## config.mk

```make
export PLATFORM = sky130hd
export DESIGN_NAME = trap_ctrl
export DESIGN_NICKNAME = d
export VERILOG_FILES = /design/src/rtl/trap_ctrl.sv
export SDC_FILE = /design/constraint.sdc
export NUM_CORES = 1
export LEC_CHECK = 0
export ABC_CLOCK_PERIOD_IN_PS = 4500
export BUFFER_PORTS_ARGS = -buffer_cell sky130_fd_sc_hd__buf_2
export CAP_MARGIN = 20
export CORE_MARGIN = 5
export CORE_UTILIZATION = 48
export CTS_BUF_LIST = sky130_fd_sc_hd__clkbuf_8
export DETAILED_ROUTE_END_ITERATION = 7
export PLACE_DENSITY = 0.88
export SLEW_MARGIN = 5
export SYNTH_ARGS = -nofsm -noshare
export SYNTH_HDL_FRONTEND = slang
export SYNTH_SLANG_ARGS = --single-unit
```

## constraint.sdc

```tcl
create_clock -name clk_i -period 4.5 [get_ports clk_i]
set_input_delay 0.675 -clock clk_i [delete_from_list [all_inputs] [get_ports clk_i]]
set_output_delay 0.675 -clock clk_i [all_outputs]
set_load 0.005 [all_outputs]
```

## src/rtl/trap_ctrl.sv

```systemverilog
// Trap controller: picks one trap/mret/interrupt event per cycle and redirects fetch to its target.
// Latency: save/enter/restore pulses come in the same cycle as the event; redirect/flush come one cycle later.
// Backpressure: interrupts wait while ex_busy_i is high; all event inputs are ignored during the redirect cycle.
// Ports: clk_i/rst_n_i; exception, mret, irq and CSR inputs; save/enter/restore pulses; redirect/flush/stall.
module trap_ctrl #(
    parameter bit VECTORED = 1'b0
) (
    input  logic        clk_i,
    input  logic        rst_n_i,
    input  logic        exc_ex_valid_i,
    input  logic [4:0]  exc_ex_cause_i,
    input  logic        exc_id_valid_i,
    input  logic [4:0]  exc_id_cause_i,
    input  logic        mret_i,
    input  logic [2:0]  irq_i,          // {meip, mtip, msip}
    input  logic [2:0]  irq_en_i,       // {mie[11], mie[7], mie[3]}
    input  logic        mstatus_mie_i,
    input  logic        ex_busy_i,
    input  logic [31:0] mtvec_i,
    input  logic [31:0] mepc_i,
    output logic        save_pc_ex_o,
    output logic        save_pc_id_o,
    output logic [4:0]  cause_o,
    output logic        intr_o,
    output logic        trap_enter_o,
    output logic        mret_restore_o,
    output logic        redirect_o,
    output logic [31:0] redirect_pc_o,
    output logic        flush_o,
    output logic        stall_o
);

    typedef enum logic {
        IDLE     = 1'b0,
        REDIRECT = 1'b1
    } state_t;

    state_t      state_q, state_d;
    logic [2:0]  irq_q;
    logic [31:0] target_q, target_d;

    logic [2:0]  pending;
    logic        irq_hit;
    logic [4:0]  irq_cause;
    logic [31:0] base_pc;
    logic [31:0] irq_pc;

    assign pending = irq_q & irq_en_i & {3{mstatus_mie_i}};
    assign irq_hit = |pending;
    assign base_pc = {mtvec_i[31:2], 2'b00};

    // Fixed interrupt priority: external > software > timer.
    always_comb begin
        irq_cause = 5'd0;
        if (pending[2]) begin
            irq_cause = 5'd11;
        end else if (pending[0]) begin
            irq_cause = 5'd3;
        end else if (pending[1]) begin
            irq_cause = 5'd7;
        end
    end

    // Vector offset is 4*cause; the sum wraps naturally at 32 bits.
    assign irq_pc = VECTORED ? (base_pc + {25'd0, irq_cause, 2'b00}) : base_pc;

    always_comb begin
        state_d        = state_q;
        target_d       = target_q;
        save_pc_ex_o   = 1'b0;
        save_pc_id_o   = 1'b0;
        cause_o        = 5'd0;
        intr_o         = 1'b0;
        trap_enter_o   = 1'b0;
        mret_restore_o = 1'b0;
        redirect_o     = 1'b0;
        flush_o        = 1'b0;
        stall_o        = 1'b0;

        if (state_q == REDIRECT) begin
            // Anything presented now belongs to instructions being flushed.
            redirect_o = 1'b1;
            flush_o    = 1'b1;
            stall_o    = 1'b1;
            state_d    = IDLE;
        end else if (rst_n_i) begin
            // Pulses are suppressed while reset is held so the CSR block sees nothing spurious.
            if (exc_ex_valid_i) begin
                save_pc_ex_o = 1'b1;
                cause_o      = exc_ex_cause_i;
                trap_enter_o = 1'b1;
                target_d     = base_pc;
                state_d      = REDIRECT;
            end else if (mret_i) begin
                mret_restore_o = 1'b1;
                target_d       = mepc_i;
                state_d        = REDIRECT;
            end else if (exc_id_valid_i) begin
                save_pc_id_o = 1'b1;
                cause_o      = exc_id_cause_i;
                trap_enter_o = 1'b1;
                target_d     = base_pc;
                state_d      = REDIRECT;
            end else if (irq_hit && !ex_busy_i) begin
                // Interrupt is taken on the ID instruction so the EX op can retire first.
                save_pc_id_o = 1'b1;
                cause_o      = irq_cause;
                intr_o       = 1'b1;
                trap_enter_o = 1'b1;
                target_d     = irq_pc;
                state_d      = REDIRECT;
            end
        end
    end

    always_ff @(posedge clk_i) begin
        if (!rst_n_i) begin
            state_q  <= IDLE;
            irq_q    <= 3'b000;
            target_q <= 32'd0;
        end else begin
            state_q  <= state_d;
            irq_q    <= irq_i;
            target_q <= target_d;
        end
    end

    assign redirect_pc_o = target_q;

endmodule

```

==> qor.yml <==
run_status:
  status: "complete, no violations"
critical_path:
  worstReg2RegStart: "state_q$_SDFF_PP0_"
  r2r_cells: 4
  crit_required_ps: 4680
  arrival_ps: 3290
  reg2reg_slack_ps: 1400
  cp-end-kind: "flop"
  rr_endpoint: "redirect_pc_o[30]$_SDFFE_PN0P_"
  worstPathMaxFanout: 33
  startpoint_type: "flop"
  worstSetupPathType: "flop to flop"
cts:
  cts_tree: "built"
  ctsRootBufferMaster: "clkbuf_8"
  cts_setup_buffers: 0
  numCtsBuffers: 5
  clk_latency_ps: 280
  cts_resized: 0
  clock_path_buffers: 2
  htreeDepth: 2
  clk_pin_slew_worst_paths_ps: 70
  cts_num_sinks: 36
  cts_hold_buf: 0
floorplan:
  rows: 24
  die_height_um: 76.8
  initial_core_util_pct: 49.2
  die_w_um: 76.8
  die_area_um2: 5900
  boundaryPins: 132
  core_um2: 4350
synth:
  mappedNetlistArea_um2: 2140
  synth.net_count: 317
  syn_avg_cell_area_um2: 9.32
  yosys.area.top_type_share_pct: 33.6
  synth.ff_latch_count: 36
  yosys_warnings: 0
  ys_types: 31
  post_synth_inst_count: 230
  synth-seq-area-share_pct: 33.6
  yosys.area.top_type: "dfxtp_1"
  ys_top_cells_by_area: "dfxtp_1 (34%), o221a_2 (15%), mux2i_1 (14%), a211oi_1 (7.7%), inv_1 (5.6%)"
cells_and_area:
  layout_commonest_cell: "buf_2"
  instances_no_fill: 396
  multi_input_area_um2: 1210
  fill_cells: 374
  most-common-layout-cells: "buf_2 (129), dfxtp_1 (36), inv_1 (32)"
  seqCellArea_um2: 721
  num_antenna_cells: 0
  final_nets: 430
  postLayoutCellArea_um2: 2910
  drive_gt1_share_pct: 52.9
  area.growth.synth_to_final_pct: 35.7
sta:
  fmax_ghz: 0.322
  hold_violations: 0
  slew_headroom_pct: 25.6
  setup_viol: 0
  rsz0062_at_grt: "false"
  min_period_ps: 3100
  skew_ps: 5.10
  fin_setup_tns_ps: 0
  tightest_slew_ps: 1120
  slew_viol_final: 0
  period_share_pct: 68.9
placement:
  placed_area_um2: 2790
  gp_congestion: 0.758
  detailed_place_hpwl_mm: 4.35
  place.port_buffers: 129
  dp.cells: 387
route:
  routed.top_layer: "met4"
  wl_met3_um: 440
  ant_nets: 0
  num_vias: 2181
  routed-wl-met2_mm: 3.12
  first_pass_iters: 4
  avgViaCountPerCell: 5.51
  drt_wl_total_mm: 6.09
  drc: 0
  wl_per_cell_um: 15.4
  drt_first_iter_violations: 95
  met1_length_mm: 2.50
min_path:
  min_to: "redirect_pc_o[1]$_SDFFE_PN0P_"
  hp-start: "redirect_pc_o[1]$_SDFFE_PN0P_"
  hold_path.class: "flop to flop"
  whs_path_depth: 2
pwr:
  powerDensity_nw_per_um2: 292
  switching_share_pct: 29.2
  p_sw_mw: 0.248
  power.leakage_nw: 1.38
  internal_power_mw: 0.601
  p_clk_share_pct: 27.8
  combPwrFrac_pct: 28.5
  ir_drop_mv: 0.174
  seq_power_share_pct: 43.7
global_route:
  grt_overflow: 0
  grt_pass1_vias: 2194
  grt_max_degree: 34
  antenna_found_initial: 0
  grt_pass1_wl_mm: 9.90
  track_usage_pct: 19.7
job:
  maxCapViolCount: 0
-- worst max-delay path by stage --
stage | startpoint | end
after floorplan | irq_en_i[2] | trap_enter_o
after global placement | state_q$_SDFF_PP0_ | state_q$_SDFF_PP0_
after detailed placement | state_q$_SDFF_PP0_ | redirect_pc_o[27]$_SDFFE_PN0P_
after CTS | state_q$_SDFF_PP0_ | redirect_pc_o[30]$_SDFFE_PN0P_
after global routing | state_q$_SDFF_PP0_ | redirect_pc_o[30]$_SDFFE_PN0P_
final | state_q$_SDFF_PP0_ | redirect_pc_o[30]$_SDFFE_PN0P_
-- flip-flops by register name, summed over array words and instances, names as in the netlist --
| signal | count |
|---|---|
| irq_q | 3 |
| redirect_pc_o | 32 |
| state_q | 1 |
-- metrics by stage --
step / util (%) / hold WS [ps] / total power, mW / setup WS [ps]
2_1_floorplan: - / 446 / 0.520 / 1940
3_3_place_gp: 64.1 / 433 / 0.610 / 1510
3_5_place_dp: 64.1 / 441 / 0.618 / 1420
4_1_cts: 66.2 / 449 / 0.853 / 1420
5_1_grt: 66.8 / 472 / 0.899 / 1190
6_report: 66.8 / 446 / 0.849 / 1400
-- layout make-up --
class / instances / area share, %
clock buffer: 6 / 2.84
multi-input combinational: 135 / 41.8
sequential: 36 / 24.8
timing repair buffer: 133 / 23.9
clock inverter: 2 / 0.344
tap: 52 / 2.24
inverter: 32 / 4.13
-- kinds of logic (layout without fill, tap and decap cells) --
kind of cell / after synthesis / in the layout / synth area share (%)
flip-flops: 36 / 36 / 33.6
multiplexers: 30 / 30 / 14.0
AO/OA/AOI/OAI: 72 / 72 / 32.5
AND/OR/NAND/NOR: 33 / 33 / 8.93
buffers and inverters: 59 / 173 / 10.9
-- layer usage --
| metal | vias up | global-route usage (%) |
|---|---|---|
| met5 | - | 0 |
| met4 | 0 | 4.90 |
| met2 | 77 | 35.6 |
| met1 | 1021 | 22.7 |
| met3 | 4 | 5.15 |
| li1 | 1079 | - |
-- cell usage after synthesis --
library cell,number
nand3b_1,3
nand3_1,2
or4_1,1
or3b_1,1
and2_1,6
dfxtp_1,36
nand2_1,7
nor2b_1,4
a22oi_1,1
clkbuf_1,21
o311a_1,1
o221a_2,29
a222oi_1,1
o211ai_1,2
nor3_1,1
a31oi_1,2
buf_4,2
o21ba_2,1
nor2_1,2
buf_2,4
o221a_1,1
or4b_1,1
mux2i_1,30
inv_1,32
nand4_1,2
a211oi_1,22
o2bb2ai_1,2
a211oi_2,8
a21oi_1,1
nand2b_1,3
o22ai_1,1
-- power by group through the flow --
stage	registers, mW	clock network (mW)	logic, mW
floorplan	0.376	0	0.144
global placement	0.376	0	0.234
detailed placement	0.377	0	0.241
CTS	0.370	0.240	0.242
global route	0.375	0.258	0.266
finish	0.371	0.236	0.242
-- worst max-delay path, cell delays in order, from the launching register on --
cell      delay (ps)
dfxtp_1          810
buf_4            370
or3b_1           890
o22ai_4          550
a211oi_1         390
No activity file was read; power rests on OpenSTA's default activity.
